## config.mk

```make
export PLATFORM = sky130hd
export DESIGN_NAME = mbist_mem_scheduler
export DESIGN_NICKNAME = d
export VERILOG_FILES = /design/src/rtl/mbist_mem_scheduler.sv
export SDC_FILE = /design/constraint.sdc
export NUM_CORES = 1
export LEC_CHECK = 0
export BUFFER_PORTS_ARGS = -buffer_cell sky130_fd_sc_hd__buf_2
export CAP_MARGIN = 20
export CORE_MARGIN = 2
export CORE_UTILIZATION = 40
export CTS_CLUSTER_SIZE = 10
export DETAILED_ROUTE_END_ITERATION = 7
export GPL_ROUTABILITY_DRIVEN = 0
export PLACE_DENSITY = 0.66
export SYNTH_ARGS = -nofsm -noshare
export SYNTH_HDL_FRONTEND = slang
export SYNTH_SLANG_ARGS = --single-unit
```

## constraint.sdc

```tcl
create_clock -name clk -period 3.1 [get_ports clk]
set_input_delay 0.465 -clock clk [delete_from_list [all_inputs] [get_ports clk]]
set_output_delay 0.465 -clock clk [all_outputs]
set_load 0.05 [all_outputs]
```

## src/rtl/mbist_mem_scheduler.sv

```systemverilog
// mbist_mem_scheduler: sequences an MBIST engine over the enabled memories, one at a time,
// and collects per-memory fail and timeout results.
module mbist_mem_scheduler #(
  parameter int MEM_NUM = 4,
  parameter int TO_W = 16
) (
  input  logic               clk,
  input  logic               rstn,
  input  logic               i_start,
  input  logic [MEM_NUM-1:0] i_mem_en,
  input  logic [TO_W-1:0]    i_timeout,
  input  logic               i_clear,
  input  logic               i_engine_done,
  input  logic               i_fail,
  output logic [MEM_NUM-1:0] o_mem_sel,
  output logic               o_engine_start,
  output logic               o_engine_abort,
  output logic               o_busy,
  output logic               o_done,
  output logic [MEM_NUM-1:0] o_fail_map,
  output logic [MEM_NUM-1:0] o_timeout_map
);
  localparam int IW = MEM_NUM > 1 ? $clog2(MEM_NUM) : 1;
  typedef enum logic [2:0] {IDLE, SELECT, LAUNCH, WAIT, NEXT, DONE} state_t;
  state_t state, state_nx;
  logic [IW-1:0] idx;
  logic [MEM_NUM-1:0] pend, cur, rem;
  logic [TO_W-1:0] cnt;
  logic accept, timed_out;
  function automatic logic [IW-1:0] lowest(input logic [MEM_NUM-1:0] v);
    lowest = '0;
    for (int i = MEM_NUM - 1; i >= 0; i--)
      if (v[i]) lowest = IW'(i);
  endfunction
  assign cur = MEM_NUM'(1) << idx;
  assign rem = pend & ~cur;
  assign accept = i_start && (state == IDLE || state == DONE);
  // done has priority over an expiring timeout in the same cycle
  assign timed_out = state == WAIT && i_timeout != '0 && cnt == i_timeout && !i_engine_done;
  assign o_mem_sel = (state == SELECT || state == LAUNCH || state == WAIT) ? cur : '0;
  assign o_engine_start = state == LAUNCH;
  assign o_engine_abort = timed_out;
  assign o_busy = !(state == IDLE || state == DONE);
  assign o_done = state == DONE;
  always_ff @(posedge clk or negedge rstn)
    if (!rstn) state <= IDLE;
    else state <= state_nx;
  always_comb begin
    state_nx = state;
    case (state)
      IDLE, DONE: state_nx = accept ? (i_mem_en != '0 ? SELECT : DONE) :
                             (state == DONE && i_clear) ? IDLE : state;
      SELECT:     state_nx = LAUNCH;
      LAUNCH:     state_nx = WAIT;
      WAIT:       state_nx = (i_engine_done || timed_out) ? NEXT : WAIT;
      NEXT:       state_nx = rem != '0 ? SELECT : DONE;
      default:    state_nx = IDLE;
    endcase
  end
  always_ff @(posedge clk or negedge rstn)
    if (!rstn) begin
      idx <= '0;
      pend <= '0;
      cnt <= '0;
      o_fail_map <= '0;
      o_timeout_map <= '0;
    end else if (accept) begin
      pend <= i_mem_en;
      idx <= lowest(i_mem_en);
      o_fail_map <= '0;
      o_timeout_map <= '0;
    end else if (state == DONE && i_clear) begin
      o_fail_map <= '0;
      o_timeout_map <= '0;
    end else begin
      case (state)
        LAUNCH: cnt <= '0;
        WAIT:
          if (i_engine_done) o_fail_map[idx] <= i_fail;
          else if (timed_out) begin
            o_fail_map[idx] <= 1'b1;
            o_timeout_map[idx] <= 1'b1;
          end else if (cnt != '1) cnt <= cnt + 1'b1;
        NEXT: begin
          pend <= rem;
          idx <= lowest(rem);
        end
        default: ;
      endcase
    end
endmodule
```

Yosys cells after proc, flatten, opt, wreduce, memory -nomap -nowiden:

Cells that the tools add are included.

* shift operators: 1
* $lt $le $gt $ge: 2
* equal/unequal tests: 13
* reductions and logical operators: 26
* add/sub/neg operators: 1
* bitwise logic cells: 6
* muxes and demuxes: 38

Operator list (count)
* $mux W4: 14
* $mux W16: 3
* $pmux W16 S2: 1
* $mux W2: 11
* $add A16 B1 Y16 const B: 1
* $eq A16 B16 Y1: 1
* $ne A16 B16 Y1 const B: 1
* $reduce_bool A16 Y1: 1
* $mux W3: 5
* $pmux W3 S5: 1
* $reduce_bool A4 Y1: 3
* $or A4 B4 Y4: 2
* $eq A3 B2 Y1 const B: 2
* $eq A3 B3 Y1 const B: 2
* $logic_and A1 B1 Y1: 6
* $ne A2 B2 Y1 const B: 3
* $reduce_and A6 Y1: 1
* $reduce_bool A3 Y1: 2
* $and A4 B4 Y4: 1
* $bwmux W4: 1
* $logic_or A1 B1 Y1: 4
* $not A4 Y4: 1
* $reduce_and A2 Y1: 2
* $reduce_bool A2 Y1: 2
* other kinds (14): 16

* word-level logic and storage cells: 93
* bits of input ports: 26
* output and inout bits: 16
* register bits: 33

Logic depth before layout (Yosys ltp):

Gate-level depths: netlist of run 1.

* word-level depth: 10
* mapped depth: 9
* mapped depth without buffers: 8

Worst setup path after synthesis of run 1:

No wires, ideal clock.

* kind: input-to-output
* from: input i_timeout[11]
* to: output o_engine_abort
* buffers on the path: 1
* arrival: 2.034 ns
* cell stages on the path: 5
* slack: 0.601 ns
* required time: 2.635 ns
* path through: xor2_1 > nor4_1 > nand4_1 > nor3_2 > clkbuf_1

* longest elaborated chain between the ends: 4
* elaborated cells between the ends (all ways): 5
* those cells by class: eq/ne (1); reduce/logical (4)

RTL lines
* start: declaration: RTL line 11 `input logic [TO_W-1:0] i_timeout,`
* $reduce_bool A16 Y1: RTL line 39 `assign timed_out = state == WAIT && i_timeout != '0 && cnt == i_timeout && !i_engine_done;`
* $logic_and A1 B1 Y1: RTL line 39
* $logic_and A1 B1 Y1 (*) (2 in a row): RTL line 39
* end: declaration: RTL line 17 `output logic o_engine_abort,`

Mark *: on every way between the ends. The rest lies on a longest branch, timed or not.

Final worst setup path of run 1:

* from: register cnt[3]
* to: output o_engine_abort

* longest elaborated chain between the ends: 3

RTL lines
* start: declaration: RTL line 28 `logic [TO_W-1:0] cnt;`
* start signal: assignment: RTL line 83 `end else if (cnt != '1) cnt <= cnt + 1'b1;`
* $eq A16 B16 Y1: RTL line 39
* $logic_and A1 B1 Y1 (2 in a row): RTL line 39

No other way between the ends.

==> results.sh, run 1 <==
export IMPL_status="completed"
export IMPL_finalMaxSlewViolations=0
export IMPL_cts_tree="yes"
export IMPL_clock_sinks=33
export IMPL_place_area_sq_um=2390
export IMPL_initial_utilization_pct=41.6
export IMPL_final_common_cell="buf_2"
export IMPL_clk_latency_ps=280
export IMPL_path_clk_slew_ps=70
export IMPL_die_area_sq_um=5940
export IMPL_overflow=0
export IMPL_grt_antenna_before_repair=0
export IMPL_crit_type="reg2out"
export IMPL_cp_max_fo=7
export IMPL_final_nets=320
export IMPL_synth_nets=280
export IMPL_max_slew_worst_pin_slew_ps=754
export IMPL_die_w_um=77.1
export IMPL_viasPerCell=5.64
export IMPL_place_ws_ps=626
export IMPL_insertedDiodeCount=0
export IMPL_final_area_sq_um=2480
export IMPL_mostFrequentLayoutCells="41 x buf_2, 33 x dfrtp_1, 28 x nor2_1, 25 x nand2_1"
export IMPL_intPower_mw=0.979
export IMPL_die_h_um=77.1
export IMPL_grt_max_degree=34
export IMPL_post_cts_resized=0
export IMPL_io_pins=42
export IMPL_drv_cap=0
export IMPL_dp_cells=356
export IMPL_netlist_area_sq_um=2140
export IMPL_fin_crit_ps=2580
export IMPL_grt_pass1_wl_um=9390
export IMPL_period_share_pct=83.1
export IMPL_ys_warn_count=0
export IMPL_syn2layout_area_growth_pct=15.9
export IMPL_slew_headroom_pct=49.8
export IMPL_irDropWorstVdd_v=0.000468
export IMPL_io_buffers=41
export IMPL_pwr_share_comb_pct=48.8
export IMPL_synth_cell_types=52
export IMPL_grt_setup_unrepaired="no"
export IMPL_instances_no_fill=364
export IMPL_core_sq_um=5140
export IMPL_drcViolationCount=0
export IMPL_r2r_end="cnt[9]$_DFFE_PN0P_"
export IMPL_ys_seq_elements=33
export IMPL_routed_wl_um=5440
export IMPL_finalHoldViolCount=0
export IMPL_clock_skew_ps=8.32
export IMPL_drive_above_1_share_pct=20.7
export IMPL_async_flop_share_pct=100
export IMPL_setup_viol=0
export IMPL_power_total_mw=1.96
export IMPL_fin_ws_ps=524
export IMPL_powerDensity_nw_per_um2=793
export IMPL_postSynthAreaPerCell_sq_um=8.44
export IMPL_holdWs_ps=242
export IMPL_htreeDepth=2
export IMPL_grt_total_usage_pct=19.6
export IMPL_seqPwrFrac_pct=34.6
export IMPL_worstSetupStartpointType="flop"
export IMPL_cts_root_buffer_cell="clkbuf_8"
export IMPL_switching_power_mw=0.983
export IMPL_hp_class="in2async"
export IMPL_grt_pass1_vias=1985
export IMPL_final_fill_count=539
export IMPL_netSwitchingFraction_pct=50.1
export IMPL_ys_seq_area_share_pct=38.7
export IMPL_cts_setup_buffers=0
export IMPL_wire_per_inst_um=15.0
export IMPL_ant_nets=0
export IMPL_clk_path_buf_depth=2
export IMPL_drtPass1Iterations=5
export IMPL_via_count=2053
export IMPL_worstSetupEndpointType="primary output"
export IMPL_clkPwrFrac_pct=16.6
export IMPL_timing_rr_start="state[2]$_DFFE_PN0P_"
export IMPL_num_rows=26
export IMPL_hold_buffers=0
export IMPL_leakage_nw=1.10
export IMPL_cp_arrival_ps=2110
export IMPL_hpwl_um=4040
export IMPL_cp_data_required_time_ps=2630
export IMPL_fin_util_pct=48.2
export IMPL_syn_instance_count=253
export IMPL_fmax_mhz=388
export IMPL_synthFlopType="dfrtp_1"
export IMPL_reg2reg_depth=8
export IMPL_synth_edf_count=0
export IMPL_drt_iter0_drc=144
export IMPL_ff2ff_setup_slack_ps=600
export IMPL_tns_ps=0
export IMPL_cts_buffers=5
-- how the worst max path moves through the flow --
stage	from	to	depth (start not counted)
floorplan	i_timeout[11]	o_engine_abort	5
global placement	state[2]$_DFFE_PN0P_	cnt[9]$_DFFE_PN0P_	8
detailed placement	state[2]$_DFFE_PN0P_	cnt[9]$_DFFE_PN0P_	8
CTS	cnt[3]$_DFFE_PN0P_	o_engine_abort	5
global route	cnt[3]$_DFFE_PN0P_	o_engine_abort	5
finish	cnt[3]$_DFFE_PN0P_	o_engine_abort	5
-- power by group through the flow --
| stage | combinational, mW | sequential, mW | clock, mW |
|---|---|---|---|
| after floorplan | 0.763 | 0.661 | 0 |
| final | 0.959 | 0.679 | 0.325 |
| after global placement | 0.952 | 0.685 | 0 |
| after global routing | 1.05 | 0.698 | 0.356 |
| after CTS | 0.966 | 0.676 | 0.332 |
| after detailed placement | 0.964 | 0.682 | 0 |
-- worst max-delay path: stages (launching register included) --
cell and delay, ps:
dfrtp_1 460, xor2_1 170, nor4_1 460, nand3_1 210
nor3_2 220, buf_2 310
-- per-layer routing --
layer | vias to the layer above | global-route usage (%) | part of all wire, %
li1 | 1002 | - | -
met4 | 0 | 8.75 | 2.2
met5 | - | 0 | 0
met3 | 12 | 3.65 | 4.7
met2 | 53 | 30.9 | 46
met1 | 986 | 26.2 | 47
-- cells by family after synthesis --
| logic type | after synthesis | share of synthesized area, % |
|---|---|---|
| adders and majority gates | 1 | 0.586 |
| AOI/OAI and AO/OA | 62 | 18.9 |
| xor gates and xnor gates | 18 | 7.38 |
| buffers and inverters | 16 | 3.34 |
| DFF | 33 | 38.7 |
| muxes | 4 | 1.99 |
| and+or+nand+nor | 119 | 29.1 |
-- Yosys cell counts, drive strengths merged (3+ instances only) --
library cell / count / area share, %
o21a: 3 / 1.1
or3: 8 / 2.3
clkbuf: 6 / 1.1
a31oi: 5 / 1.5
nand3: 9 / 2.1
nand2b: 4 / 1.9
inv: 6 / 1.1
or2: 3 / 0.88
nand4: 7 / 2.1
nand2: 25 / 4.4
xor2: 17 / 7.0
nor4: 9 / 2.9
o21ai: 19 / 4.6
dfrtp: 33 / 39
nor2: 28 / 4.9
buf: 3 / 1.0
a21oi: 16 / 3.7
nor3: 13 / 3.3
-- area by class of cell --
| cell class | count | area, sq um | area share, % |
|---|---|---|---|
| tap | 70 | 87.6 | 3.54 |
| clock inverter | 1 | 7.51 | 0.303 |
| inverter | 7 | 27.5 | 1.11 |
| timing repair buffer | 42 | 213 | 8.59 |
| clock buffer | 7 | 76.3 | 3.08 |
| multi-input combinational | 204 | 1240 | 50.0 |
| sequential | 33 | 826 | 33.4 |
-- flip-flops by register name, summed over array words and instances, names as in the netlist --
register	cells
idx	2
o_fail_map	4
state	3
cnt	16
o_timeout_map	4
pend	4
(Power assumes the default switching activity.)
==> run 2: changes to the inputs <==
--- a/config.mk
+++ b/config.mk
@@ -5,6 +5,7 @@
 export SDC_FILE = /design/constraint.sdc
 export NUM_CORES = 1
 export LEC_CHECK = 0
+export ABC_AREA = 1
 export BUFFER_PORTS_ARGS = -buffer_cell sky130_fd_sc_hd__buf_2
 export CAP_MARGIN = 20
 export CORE_MARGIN = 2
@@ -12,7 +13,7 @@
 export CTS_CLUSTER_SIZE = 10
 export DETAILED_ROUTE_END_ITERATION = 7
 export GPL_ROUTABILITY_DRIVEN = 0
-export PLACE_DENSITY = 0.66
+export PLACE_DENSITY = 0.65
 export SYNTH_ARGS = -nofsm -noshare
 export SYNTH_HDL_FRONTEND = slang
 export SYNTH_SLANG_ARGS = --single-unit
==> constraint.sdc (replaced) <==
create_clock -name clk -period 2.5 [get_ports clk]
set_input_delay 0.375 -clock clk [delete_from_list [all_inputs] [get_ports clk]]
set_output_delay 0.375 -clock clk [all_outputs]
set_load 0.05 [all_outputs]
==> run 2 against run 1 <==
Effect of this change: wire length rose by 28%; non-clock buffer count grew 1; worst setup slack got worse by 310 ps; flip-flop and latch count did not move; global-route usage is 0.87 points higher; largest cell class unchanged; first-iteration DRC count up 22%; via count increased by 34%; largest power group unchanged; clock power up 27%; synthesized cell count grew 68%; register-to-register slack got worse by 50 ps; hold slack lost 84 ps.
==> results.sh, run 2 <==
export IMPL_synth_top_cell_area_share_pct=31.3
export IMPL_drv_cap=0
export IMPL_r2r_end="cnt[14]$_DFFE_PN0P_"
export IMPL_hp_class="in2async"
export IMPL_grt_pass1_wl_um=12000
export IMPL_setup_viol=0
export IMPL_clock_sinks=33
export IMPL_largest_reg_flops=16
export IMPL_slew_headroom_pct=48.3
export IMPL_leakage_nw=1.57
export IMPL_yosysMostFrequentCell="nand2_1"
export IMPL_synth_top_area_cell="dfrtp_1"
export IMPL_max_slew_worst_pin_slew_ps=775
export IMPL_pwr_share_comb_pct=57.0
export IMPL_finalHoldViolCount=0
export IMPL_powerDensity_nw_per_um2=907
export IMPL_cp_arrival_ps=1920
export IMPL_timing_rr_start="cnt[0]$_DFFE_PN0P_"
export IMPL_synth_area_leaders="dfrtp_1 31%, nand2_1 20%, nor2_1 9.9%"
export IMPL_clkPwrFrac_pct=15.3
export IMPL_grt_total_usage_pct=20.5
export IMPL_core_sq_um=6390
export IMPL_drive_above_1_share_pct=15.0
export IMPL_synth_cell_types=33
export IMPL_insertedDiodeCount=0
export IMPL_viasPerCell=5.05
export IMPL_die_h_um=85.3
export IMPL_ff2ff_setup_slack_ps=550
export IMPL_htreeDepth=2
export IMPL_hold_buffers=0
export IMPL_path_delay_family="simple AND/OR/NAND/NOR gates"
export IMPL_finalMaxSlewViolations=0
export IMPL_seqPwrFrac_pct=27.7
export IMPL_irDropWorstVdd_v=0.000848
export IMPL_routed_wl_um=6950
export IMPL_io_pins=42
export IMPL_netlist_area_sq_um=2640
export IMPL_clk_latency_ps=290
export IMPL_cpMostUsedCell="nand2_1"
export IMPL_syn_instance_count=424
export IMPL_path_buf_inv=2
export IMPL_status="completed"
export IMPL_synth_edf_count=0
export IMPL_max_stage_delay_ps=490
export IMPL_synth_nets=451
export IMPL_cts_root_buffer_cell="clkbuf_8"
export IMPL_final_nets=492
export IMPL_num_rows=29
export IMPL_switching_power_mw=1.48
export IMPL_fin_crit_ps=2290
export IMPL_period_share_pct=91.6
export IMPL_cts_buffers=5
export IMPL_tns_ps=0
export IMPL_reg2reg_depth=11
export IMPL_fmax_mhz=437
export IMPL_grt_max_degree=34
export IMPL_ys_seq_elements=33
export IMPL_cp_max_fo=6
export IMPL_mostFrequentLayoutCells="138 x nand2_1, 70 x nor2_1, 65 x inv_1, 41 x buf_2, 33 x dfrtp_1"
export IMPL_post_cts_resized=0
export IMPL_crit_slowest_cell="dfrtp_1"
export IMPL_path_clk_slew_ps=80
export IMPL_async_flop_share_pct=100
export IMPL_drcViolationCount=0
export IMPL_via_count=2742
export IMPL_holdWs_ps=158
export IMPL_ys_warn_count=0
export IMPL_clock_skew_ps=11.5
export IMPL_intPower_mw=1.23
export IMPL_crit_type="reg2out"
export IMPL_synthFlopType="dfrtp_1"
export IMPL_worstSetupStartpointType="flop"
export IMPL_drtPass1Iterations=4
export IMPL_die_area_sq_um=7270
export IMPL_final_common_cell="nand2_1"
export IMPL_overflow=0
export IMPL_wire_per_inst_um=12.8
export IMPL_cts_setup_buffers=0
export IMPL_path_cells="inv_1 -> nand2_1 -> nand2_1 -> nor2_1 -> nand2_1 -> nor2_1 -> nand3_2 -> nor2_4 -> buf_2"
export IMPL_drt_iter0_drc=176
export IMPL_fin_ws_ps=209
export IMPL_syn2layout_area_growth_pct=13.0
export IMPL_ant_nets=0
export IMPL_netlist_top_cells_count="138 x nand2_1, 70 x nor2_1, 65 x inv_1"
export IMPL_regMostFlops="cnt"
export IMPL_ys_seq_area_share_pct=31.3
export IMPL_hpwl_um=5270
export IMPL_io_buffers=41
export IMPL_netSwitchingFraction_pct=54.6
export IMPL_grt_antenna_before_repair=0
export IMPL_grt_pass1_vias=2658
export IMPL_worstSetupEndpointType="primary output"
export IMPL_die_w_um=85.3
export IMPL_place_ws_ps=514
export IMPL_clk_path_buf_depth=2
export IMPL_cp_data_required_time_ps=2120
export IMPL_cts_tree="yes"
export IMPL_initial_utilization_pct=41.4
export IMPL_grt_setup_unrepaired="no"
export IMPL_postSynthAreaPerCell_sq_um=6.23
run 2: kinds of logic (layout without fill, tap and decap cells):
family,after synthesis,count (layout),share of synthesized area (%)
adders and majority gates,1,1,0.473
DFF,33,33,31.2
xor gates and xnor gates,6,6,1.99
buffers and inverters,77,119,12.0
AOI/OAI and AO/OA,27,27,7.01
and+or+nand+nor,280,280,47.3
run 2: worst max path at each step:
stage                         startpoint  cells after the start                   to  slack, ps
finish                cnt[9]$_DFFE_PN0P_                      9       o_engine_abort        210
floorplan           state[2]$_DFFE_PN0P_                      9  cnt[11]$_DFFE_PN0P_        450
detailed placement    cnt[0]$_DFFE_PN0P_                      9       o_engine_abort        510
global placement      cnt[9]$_DFFE_PN0P_                      9       o_engine_abort        540
global route          cnt[0]$_DFFE_PN0P_                      9       o_engine_abort         10
CTS                   cnt[0]$_DFFE_PN0P_                      9       o_engine_abort        180
run 2: layout make-up:
cell class | count | area [sq um]
Fill cell | 687 | 3400
Sequential cell | 33 | 826
Tap cell | 77 | 96.3
Multi-Input combinational cell | 314 | 1500
Clock buffer | 5 | 68.8
Clock inverter | 3 | 17.5
Inverter | 68 | 258
Timing Repair Buffer | 43 | 220
run 2: layer usage:
| layer | up-vias | share of wire, % | global-route usage, % | routed length, um |
|---|---|---|---|---|
| met5 | - | 0 | 0 | 0 |
| met4 | 0 | 1.5 | 6.35 | 103 |
| met1 | 1224 | 48 | 27.0 | 3320 |
| li1 | 1426 | - | - | - |
| met2 | 81 | 46 | 34.2 | 3180 |
| met3 | 11 | 5.0 | 3.50 | 347 |
run 2: power by group through the flow:
stage | Combinational, mW | Sequential [mW] | Clock, mW
2_1_floorplan | 1.15 | 0.813 | 0
3_3_place_gp | 1.52 | 0.756 | 0
3_5_place_dp | 1.53 | 0.759 | 0
4_1_cts | 1.54 | 0.750 | 0.427
5_1_grt | 1.71 | 0.768 | 0.450
6_report | 1.55 | 0.750 | 0.414
run 2: worst register-to-register path, cell delays in order, from the launching register on:
cell,delay (ps)
dfrtp_1,480
ha_1,210
nand2_1,80
inv_1,110
nand2_2,100
nor2_4,120
nand2_2,70
o21ai_2,150
nand2_4,170
nand3_4,240
nand2_1,90
nand2_1,60
run 2: per-stage QoR:
step           instance area [sq um]  util [%]  instances  power (mW)
6_report                        2990      46.8        543        2.71
4_1_cts                         2990      46.8        543        2.72
5_1_grt                         2990      46.8        543        2.93
3_5_place_dp                    2900      45.4        535        2.29
2_1_floorplan                   2640         -        424        1.97
3_3_place_gp                    2900      45.4        535        2.28
==> run 3: changes to the inputs <==
--- a/config.mk
+++ b/config.mk
@@ -9,11 +9,11 @@
 export BUFFER_PORTS_ARGS = -buffer_cell sky130_fd_sc_hd__buf_2
 export CAP_MARGIN = 20
 export CORE_MARGIN = 2
-export CORE_UTILIZATION = 40
+export CORE_UTILIZATION = 35
 export CTS_CLUSTER_SIZE = 10
 export DETAILED_ROUTE_END_ITERATION = 7
 export GPL_ROUTABILITY_DRIVEN = 0
-export PLACE_DENSITY = 0.65
+export PLACE_DENSITY = 0.59
 export SYNTH_ARGS = -nofsm -noshare
 export SYNTH_HDL_FRONTEND = slang
 export SYNTH_SLANG_ARGS = --single-unit
==> run 3 against run 2 <==
Effect of this change: maximum frequency up 0.81%; critical path depth unchanged; register-to-register slack better by 20 ps; design area is 1.8% higher; non-clock buffer count rose by 1; via count is 0.36% lower; flip-flop and latch count unchanged; worst setup slack improved by 18 ps; clock-buffer cell count grew 2; first-iteration DRC count rose by 4.5%; clock power increased by 9.4%.
==> results.sh, run 3 (synthesis results as in run 2) <==
export IMPL_die_h_um=90.9
export IMPL_tns_ps=0
export IMPL_clock_sinks=33
export IMPL_grt_total_usage_pct=17.5
export IMPL_die_area_sq_um=8260
export IMPL_overflow=0
export IMPL_cts_setup_buffers=0
export IMPL_largest_reg_flops=16
export IMPL_final_nets=493
export IMPL_final_common_cell="nand2_1"
export IMPL_drt_iter0_drc=184
export IMPL_io_buffers=41
export IMPL_irDropWorstVdd_v=0.000510
export IMPL_drtPass1Iterations=4
export IMPL_final_fill_count=822
export IMPL_insertedDiodeCount=0
export IMPL_wire_per_inst_um=12.2
export IMPL_num_rows=31
export IMPL_initial_utilization_pct=36.2
export IMPL_via_count=2732
export IMPL_hold_buffers=0
export IMPL_slew_headroom_pct=50.1
export IMPL_clkPwrFrac_pct=16.5
export IMPL_hpwl_um=5330
export IMPL_grt_antenna_before_repair=0
export IMPL_ant_nets=0
export IMPL_cts_root_buffer_cell="clkbuf_8"
export IMPL_max_slew_worst_pin_slew_ps=749
export IMPL_drv_cap=0
export IMPL_clk_latency_ps=290
export IMPL_cp_data_required_time_ps=2120
export IMPL_fmax_mhz=440
export IMPL_regMostFlops="cnt"
export IMPL_power_total_mw=2.75
export IMPL_drcViolationCount=0
export IMPL_seqPwrFrac_pct=27.2
export IMPL_die_w_um=90.9
export IMPL_cp_arrival_ps=1900
export IMPL_cp_max_fo=5
export IMPL_syn2layout_area_growth_pct=15.0
export IMPL_pwr_share_comb_pct=56.3
export IMPL_grt_pass1_wl_um=11900
export IMPL_clock_skew_ps=6.34
export IMPL_post_cts_resized=0
export IMPL_intPower_mw=1.30
export IMPL_grt_max_degree=34
export IMPL_fin_crit_ps=2270
export IMPL_period_share_pct=90.9
export IMPL_finalHoldViolCount=0
export IMPL_path_clk_slew_ps=70
export IMPL_cts_buffers=5
export IMPL_leakage_nw=1.59
export IMPL_cts_tree="yes"
export IMPL_io_pins=42
export IMPL_powerDensity_nw_per_um2=904
export IMPL_clk_path_buf_depth=2
export IMPL_mostFrequentLayoutCells="138 x nand2_1, 70 x nor2_1, 65 x inv_1, 40 x buf_2, 33 x dfrtp_1"
export IMPL_crit_type="reg2out"
export IMPL_worstSetupStartpointType="flop"
export IMPL_core_sq_um=7290
export IMPL_hp_class="in2async"
export IMPL_finalMaxSlewViolations=0
export IMPL_switching_power_mw=1.45
export IMPL_status="completed"
export IMPL_routed_wl_um=6890
export IMPL_viasPerCell=4.83
export IMPL_setup_viol=0
export IMPL_drive_above_1_share_pct=15.2
export IMPL_worstSetupEndpointType="primary output"
export IMPL_netSwitchingFraction_pct=52.7
export IMPL_grt_pass1_vias=2626
export IMPL_htreeDepth=2
export IMPL_grt_setup_unrepaired="no"
run 3: cell types whose count changed in the layout (fill, tap and decap cells not counted), sizes merged:
cell	change
clkbuf	+3
clkinvlp	-1
clkinv	-1
run 3: stage by stage:
stage                     setup WS [ps]  util, %  cell area, sq um  instances  hold WS [ps]
after floorplan                     446        -              2640        424          79.4
after global placement              502     40.3              2940        558           484
after detailed placement            505     40.3              2940        558           487
after CTS                           175     41.6              3040        566           178
after global routing               26.8     41.7              3040        566           219
final                               228     41.7              3040        566           149
run 3: final timing paths:
path	to	slack, ps	depth (start not counted)	startpoint
setup reg to reg	cnt[13]$_DFFE_PN0P_	570	11	cnt[0]$_DFFE_PN0P_
min in group clk	pend[1]$_DFFE_PN0P_	330	3	i_mem_en[1]
max in group asynchronous	idx[1]$_DFFE_PN0P_	1860	1	rstn
setup / recovery	o_engine_abort	230	9	cnt[3]$_DFFE_PN0P_
hold reg to reg	pend[3]$_DFFE_PN0P_	500	2	pend[3]$_DFFE_PN0P_
hold / removal	state[1]$_DFFE_PN0P_	150	1	rstn
run 3: area by class of cell:
class                           instances  area, sq um  area share (%)
Clock buffer                            7         96.3            3.17
Clock inverter                          1         5.00           0.165
Inverter                               68          258            8.48
Multi-Input combinational cell        314         1500            49.4
Sequential cell                        33          826            27.2
Tap cell                               99          124            4.08
Timing Repair Buffer                   44          230            7.58
run 3: worst max-delay path, cell delays in order, from the launching register on:
cell and delay [ps]:
dfrtp_1 450, inv_1 90, nand2_1 120, nand2_1 60
nor2_1 100, nand2_1 60, nor2_1 120, nand3_2 180
nor2_4 170, clkbuf_4 250
run 3: power by group through the flow:
| stage | registers, mW | logic, mW | clock network [mW] |
|---|---|---|---|
| floorplan | 0.813 | 1.15 | 0 |
| global placement | 0.753 | 1.54 | 0 |
| detailed placement | 0.755 | 1.55 | 0 |
| CTS | 0.746 | 1.55 | 0.469 |
| global route | 0.762 | 1.72 | 0.491 |
| finish | 0.746 | 1.55 | 0.453 |
run 3: routing by layer:
metal	global-route usage [%]	up-vias	share of wire, %
met2	27.9	83	44
li1	-	1429	-
met5	0	-	0
met4	5.93	0	1.7
met3	2.50	11	5.9
met1	24.3	1209	49
